File: src/rtl/prescaled_updown_counter.sv
// prescaled_updown_counter
// Second-generation prescaled event counter: a run-time prescale divider
// feeds an up/down counter with a programmable limit, three terminal modes
// (wrap, saturate, one-shot), an IDLE/RUN/DONE state machine and a parallel
// load.
//
// Optional feature, enabled by defining PRESCALED_COUNTER_CAPTURE_EN:
// adds a capture strobe that snapshots the pre-step count into capture_val
// and pulses capture_vld for one cycle. It is independent of the state
// machine and never disturbs counting.
//
// Reset is synchronous and active-high (reset), on clk.

module prescaled_updown_counter #(
  parameter int N  = 32,  // count / limit / load width, N >= 2
  parameter int PW = 16   // prescale divider width, PW >= 1
) (
  input  logic          clk,
  input  logic          reset,
  input  logic          enable,
  input  logic [PW-1:0] div,
  input  logic [N-1:0]  limit,
  input  logic          up,
  input  logic [1:0]    mode,
  input  logic          start,
  input  logic          stop,
  input  logic          load,
  input  logic [N-1:0]  load_val,
`ifdef PRESCALED_COUNTER_CAPTURE_EN
  input  logic          capture,
  output logic [N-1:0]  capture_val,
  output logic          capture_vld,
`endif
  output logic [N-1:0]  count,
  output logic          tick,
  output logic          tc,
  output logic          running,
  output logic          done
);

  // State encoding kept as plain constants so older tooling and scripts
  // that grep for numeric state values keep working.
  localparam logic [1:0] ST_IDLE = 2'd0;
  localparam logic [1:0] ST_RUN  = 2'd1;
  localparam logic [1:0] ST_DONE = 2'd2;

  // Terminal modes; the reserved code 2'b11 falls through to wrap.
  localparam logic [1:0] MODE_WRAP    = 2'd0;
  localparam logic [1:0] MODE_SAT     = 2'd1;
  localparam logic [1:0] MODE_ONESHOT = 2'd2;

  localparam logic [N-1:0]  CNT_ONE   = N'(1);
  localparam logic [PW-1:0] PRESC_ONE = PW'(1);

  // Architectural state and its next-state values.
  logic [1:0]    state_q, state_d;
  logic [N-1:0]  count_q, count_d;
  logic [PW-1:0] presc_q, presc_d;
  logic          tick_q,  tick_d;
  logic          tc_q,    tc_d;

  // Derived per-cycle values.
  logic [N-1:0]  term_val;
  logic [N-1:0]  start_val;
  logic          at_term;
  logic          presc_match;
  logic [N-1:0]  step_val;
  logic          step_tc;
  logic          step_done;

  // Terminal and start values depend only on direction and limit.
  always_comb begin
    term_val    = up ? limit : '0;
    start_val   = up ? '0    : limit;
    at_term     = (count_q == term_val);
    presc_match = (presc_q == div);
  end

  // Value the count would take if a step happens this cycle, plus the
  // terminal-count and one-shot-completion flags that go with that step.
  always_comb begin
    // NOTE: every output of a combinational block gets a default up front so
    // no path leaves it unassigned; otherwise synthesis infers a latch.
    step_val  = count_q;
    step_tc   = 1'b0;
    step_done = 1'b0;

    if (!at_term) begin
      // Modulo-2^N arithmetic: a count loaded past limit runs through the
      // top of the range, wraps to 0 and then climbs to limit.
      step_val = up ? (count_q + CNT_ONE) : (count_q - CNT_ONE);
    end else begin
      case (mode)
        MODE_SAT:     step_val = count_q;
        // Normally the one-shot stops on arrival; reaching here means the
        // count was loaded with the terminal value, so just hold it.
        MODE_ONESHOT: step_val = count_q;
        default:      step_val = start_val;  // wrap and reserved
      endcase
    end

    // Saturate fires tc only on arrival, never while parked at terminal.
    step_tc   = (step_val == term_val) && !(at_term && (mode == MODE_SAT));
    step_done = (mode == MODE_ONESHOT) && (step_val == term_val);
  end

  // Next-state logic: reset > load > start > stop > prescaler/count step.
  always_comb begin
    state_d = state_q;
    count_d = count_q;
    presc_d = presc_q;
    tick_d  = 1'b0;
    tc_d    = 1'b0;

    if (load) begin
      // Load works in any state and leaves the state machine alone.
      count_d = load_val;
      presc_d = '0;
    end else if (start) begin
      // Start from IDLE/DONE, or restart from RUN, behaves identically.
      count_d = start_val;
      presc_d = '0;
      state_d = ST_RUN;
    end else if (stop && (state_q == ST_RUN)) begin
      state_d = ST_IDLE;
      presc_d = '0;
    end else if (state_q == ST_RUN) begin
      if (enable) begin
        if (presc_match) begin
          presc_d = '0;
          tick_d  = 1'b1;
          count_d = step_val;
          tc_d    = step_tc;
          if (step_done) begin
            state_d = ST_DONE;
          end
        end else begin
          // If div was lowered below the current prescaler value, this keeps
          // counting and wraps at 2^PW before matching again.
          presc_d = presc_q + PRESC_ONE;
        end
      end
    end else begin
      // IDLE and DONE keep the prescaler parked at zero.
      presc_d = '0;
    end
  end

  // State registers with synchronous active-high reset.
  always_ff @(posedge clk) begin
    // NOTE: sequential state uses non-blocking assignments so every register
    // samples the pre-edge values, regardless of statement order.
    if (reset) begin
      state_q <= ST_IDLE;
      count_q <= '0;
      presc_q <= '0;
      tick_q  <= 1'b0;
      tc_q    <= 1'b0;
    end else begin
      state_q <= state_d;
      count_q <= count_d;
      presc_q <= presc_d;
      tick_q  <= tick_d;
      tc_q    <= tc_d;
    end
  end

`ifdef PRESCALED_COUNTER_CAPTURE_EN
  logic [N-1:0] capture_val_q;
  logic         capture_vld_q;

  // Snapshot the pre-step count on a capture strobe; purely observational.
  always_ff @(posedge clk) begin
    if (reset) begin
      capture_val_q <= '0;
      capture_vld_q <= 1'b0;
    end else begin
      capture_vld_q <= capture;
      if (capture) begin
        capture_val_q <= count_q;
      end
    end
  end

  assign capture_val = capture_val_q;
  assign capture_vld = capture_vld_q;
`endif

  // Registered outputs and state decodes.
  assign count   = count_q;
  assign tick    = tick_q;
  assign tc      = tc_q;
  assign running = (state_q == ST_RUN);
  assign done    = (state_q == ST_DONE);

endmodule

File: config.mk
export PLATFORM = sky130hd
export DESIGN_NAME = prescaled_updown_counter
export DESIGN_NICKNAME = d
export VERILOG_FILES = /design/src/rtl/prescaled_updown_counter.sv
export SDC_FILE = /design/constraint.sdc
export NUM_CORES = 1
export LEC_CHECK = 0
export CORE_AREA = 2 2 157 159
export CTS_BUF_LIST = sky130_fd_sc_hd__clkbuf_8
export DETAILED_ROUTE_END_ITERATION = 8
export DIE_AREA = 0 0 159 161
export PLACE_DENSITY = 0.51
export SETUP_SLACK_MARGIN = 0.02
export SLEW_MARGIN = 25
export SYNTH_ARGS = -nofsm -noshare
export SYNTH_HDL_FRONTEND = slang
export SYNTH_SLANG_ARGS = --single-unit
export TNS_END_PERCENT = 1
File: constraint.sdc
create_clock -name clk -period 8 [get_ports clk]
set_input_delay 1.6 -clock clk [delete_from_list [all_inputs] [get_ports clk]]
set_output_delay 1.6 -clock clk [all_outputs]
set_load 0.01 [all_outputs]
* Yosys cells after proc, flatten, opt, wreduce, memory -nomap -nowiden
Index checks and enable logic that the tools add are counted.
** Storage, ports and cells
- Bits in registers :: 52
- Output and inout bits :: 36
- Bits of input ports :: 89
** Cells by class
- Muxes and demuxes :: 19
- Equal/unequal tests :: 8
- Add/sub/neg operators :: 3
- Reduce and logical (&&, ||, !) cells :: 18
- Bitwise operators :: 4
** Operator list (number)
- two-way mux 32 bit :: 11
- equality test 32 bit :: 2
- adder 32 x 1 -> 32 bit, second input constant :: 1
- subtractor 32 x 1 -> 32 bit, second input constant :: 1
- nonzero test 3 bit :: 7
- adder 16 x 1 -> 16 bit, second input constant :: 1
- equality test 16 bit :: 1
- two-way mux 16 bit :: 1
- two-way mux 2 bit :: 6
- OR reduction 7 bit :: 1
- OR reduction 6 bit :: 1
- AND reduction 5 bit :: 1
- OR reduction 5 bit :: 1
- equality test 2 x 1 -> 1 bit, second input constant :: 2
- equality test 2 bit, second input constant :: 2
- logical AND 1 bit :: 4
- inverter 1 bit :: 4
- AND reduction 4 bit :: 1
- inequality test 3 bit, second input constant :: 1
- OR reduction 2 bit :: 1
- logical NOT 1 bit :: 1
- two-way mux 1 bit :: 1

* Longest topological paths before layout
- Depth in word-level cells :: 12
- Mapped depth :: 18
- Mapped depth without buffers :: 13

* Worst setup path after synthesis
Ideal clock, no wire load.
- Path type :: input -> register
- Start :: input port up
- End :: register state_q[0]
- Setup slack :: 1230 ps
- Stages :: 18
- Arrival :: 6649 ps
- Required time :: 7878 ps
- Path buffers :: 5
- Setup time :: 122 ps
- Path through :: buf_4 > inv_2 > buf_1 > buf_1 > clkbuf_1 > ha_1 > clkbuf_1 > a21oi_1 > o32ai_1 > or4b_1 > o21bai_1 > o21ai_1 > a211o_1 > a211oi_1 > xor2_1 > o311a_1 > nor4b_2 > o21ai_1
** Between the ends
- Longest elaborated chain between the ends :: 7
** Ends and longest elaborated chain
- from (decl) :: line 23 : input logic up,
- two-way mux 32 bit, on equally long branches :: line 73, 74
- equality test 32 bit / two-way mux 32 bit (equally long branches) :: line 75, 93
- two-way mux 32 bit :: line 88 : if (!at_term) begin
- equality test 32 bit * :: line 104 : step_done = (mode == MODE_ONESHOT) && (step_val == term_val);
- logical AND 1 bit * :: line 104
- nonzero test 3 bit (no source line) *
- AND reduction 5 bit (no source line) *
- to (signal assigned) :: line 160 : state_q <= state_d;
- to (decl) :: line 56 : logic [1:0] state_q, state_d;
Mark *: on every way between the ends. The rest lies on a longest branch, timed or not.
A chain may end at the register's enable or synchronous reset.

* Final worst setup path
Ends and elaborated chain as after synthesis.

==> impl_metrics.tcl <==
set metrics [dict create \
    final_cell_area_um2 9370 \
    utilization_pct 39.1 \
    yosysUniqueCellTypes 80 \
    fp.dieW_um 159 \
    maxSlewViolCount 0 \
    clockBufferDepth 2 \
    worstSkewPairLatency_ns 0.34 \
    die_area_um2 25600 \
    grt_pass1_vias 8698 \
    syn_to_final_growth_pct 19.8 \
    ir_worst_vdd_v 0.0000689 \
    dr.pass1.iters 5 \
    fin_crit_ns 6.20 \
    die_h_um 161 \
    cap_violations 0 \
    grt_usage_pct 26.1 \
    tns_ns 0 \
    worstPathMaxFanout 41 \
    r2r_end "state_q[0]" \
    critPathLaunchType "input pin" \
    vias 9590 \
    async_flop_share_pct 0 \
    period_share_pct 77.5 \
    critPathRequiredTime_ns 8.23 \
    ys_top_cells_by_count "nand2_1, a21oi_1, nor2_1, o21ai_0, clkbuf_1" \
    initial_core_util_pct 32.6 \
    num_rows 57 \
    seq_area_um2 1040 \
    drtIter0Drc 1045 \
    setup_viol 0 \
    instances_no_fill 1541 \
    postRouteAntennaNets 0 \
    syn-num-nets 1275 \
    cts_made_buffers 5 \
    fin_skew_ns 0.0179 \
    h-tree-depth 2 \
    cts_root_buf "clkbuf_8" \
    clk_pin_slew_ns 0.12 \
    r2r_slack_ns 3.16 \
    p_leak_uw 0.00326 \
    clock.fmax_mhz 161 \
    cts_tree "done" \
    synth.avg_cell_area_um2 6.79 \
    yosys_warnings 0 \
    synth.area.top_cells "dfxtp_1, nand2_1, a21oi_1" \
    min_path_type "reg -> reg" \
    routed_wirelength_um 34900 \
    endpoint_kind "flip-flop" \
    synth_flop_cell "dfxtp_1" \
    drc_errors 0 \
    synth.most_common_cell "nand2_1" \
    fill_cells 2591 \
    multi_input_area_um2 6290 \
    arrival_ns 6.43 \
    reg2reg_depth 12 \
    status "finished, final reports clean" \
    powerDensity_nw_per_um2 127 \
    crit_chain "buf_2 -> buf_4 -> nor2b_1 -> nand4_1 -> a32oi_1 -> or4b_1 -> nor3_4 -> buf_4 -> o2111ai_1 -> a221oi_1 -> nor4b_1 -> nand4_1 -> nor4b_2 -> o21ai_1" \
    cts_hold_buf 0 \
    maxSlewHeadroom_pct 39.5 \
    tightestPinTransition_ns 0.907 \
    min_delay_path_depth 2 \
    dpl_cell_area_um2 9270 \
    viasPerCell 6.22 \
    globalplace.congestion 1.03 \
    grt_antenna_before_repair 0 \
    grt_pass1_wl_um 52700 \
    grt-ovfl-total 0 \
    dpl.cell_count 1533 \
    cp_top_family "simple AND/OR/NAND/NOR gates" \
    slowest_stage "or4b_1" \
    ys_seq_area_share_pct 13.3 \
    cts_sinks 52 \
    worstHoldEndpoint "state_q[0]" \
    core-area_um2 24000 \
    synthesis.instances 1152 \
    avgRoutedWirePerCell_um 22.6 \
    yosysTopAreaCell "dfxtp_1" \
    post_cts.repair.setup_buffers 0 \
    worst_path_largest_cell_delay_ns 0.68 \
    rsz0062_at_grt "false" \
    finalHoldWorstSlack_ns 0.499 \
    dpl.hpwl_um 26600 \
    syn_area_um2 7820 \
    cp_num_buf_inv 3 \
    synth-seq-cells 52 \
    antenna_cells 0 \
    io_buffers 124 \
    drive_gt1_share_pct 4.19 \
    num_io_pins 125 \
    synth_top_area_share_pct 13.3 \
    cts_resized 0 \
    worstSetupPathType "in -> reg" \
    min-delay-start "state_q[0]" \
    layout.nets 1339 \
    reg2reg_from "count[17]" \
    hold_violations 0 \
    grt_max_degree 42 \
    synth_edf_count 0 \
]
## how the worst max path moves through the flow
stage / from / to / depth (start not counted) / slack [ns]
floorplan: up / state_q[0] / 18 / 1.23
CTS: up / state_q[0] / 15 / 1.69
global route: up / state_q[1] / 14 / 1.45
detailed placement: up / state_q[0] / 15 / 1.32
global placement: up / state_q[0] / 15 / 1.36
finish: up / state_q[0] / 14 / 1.80
## layout make-up
class	count	share of cell area, %
timing repair buffer	146	15.0
tap	324	4.33
clock inverter	3	0.307
multi-input combinational	975	67.1
clock buffer	5	0.734
sequential	52	11.1
inverter	36	1.44
## metal layers
layer,vias up,track usage (%),part of all wire (%)
met1,4535,37.6,45
met4,0,9.21,3.2
met3,70,4.57,9.2
met5,-,0,0
li1,4512,-,-
met2,473,39.2,43
## registers in the layout (all words and copies together) (netlist names)
register	cells
count	32
presc_q	16
state_q	2
tc	1
tick	1
## placed cells by master (no fill, tap or decap), drive strengths merged, types with 8 or more instances in the layout
cell           synthesis  routed
o31ai                  9       9
mux2i                 13      13
and2                  11      11
a211oi                29      29
nand3                 41      41
ha                    33      33
inv                   34      37
xor2                  24      24
o21ai                 74      74
nor4bb                10      10
and4                   9       9
nor3                  27      27
o211ai                38      38
dfxtp                 52      52
xnor2                 45      45
o32ai                 11      11
a31oi                 23      23
and3                  13      13
nor2                  89      89
nand4                 31      31
a21oi                 98      98
a21o                  12      12
nand2                134     134
nand2b                10      10
o21a                   9       9
clkdlybuf4s50          0     123
a221oi                 8       8
o311ai                 8       8
buf                   21      23
nor4                  25      25
nor2b                 16      16
or3                   11      11
## stage by stage
| step | total power (µW) | worst slack [ns] |
|---|---|---|
| after floorplan | 731 | 1.23 |
| after global placement | 993 | 1.36 |
| after global routing | 1260 | 1.45 |
| final | 1190 | 1.80 |
| after detailed placement | 989 | 1.32 |
| after CTS | 1170 | 1.69 |
## tightest hold or removal path, cell delays in order (launching register included)
cell     delay [ns]
dfxtp_1        0.34
nand2_1        0.06
o21ai_1        0.06
## kinds of logic after synthesis
kind of cell             share of synthesized area [%]
adder cells (fa/ha/maj)                           5.53
multiplexers                                      2.38
AND/OR/NAND/NOR                                   29.5
flip-flops                                        13.3
buffers and inverters                             6.43
XOR/XNOR                                          7.73
AO/OA/AOI/OAI                                     35.1
## where the power goes
| part | internal [µW] | switching, µW |
|---|---|---|
| Combinational | 275 | 409 |
| Sequential | 274 | 49.3 |
| Clock | 66.6 | 115 |
| Total | 615 | 574 |
(Power assumes the default switching activity.)
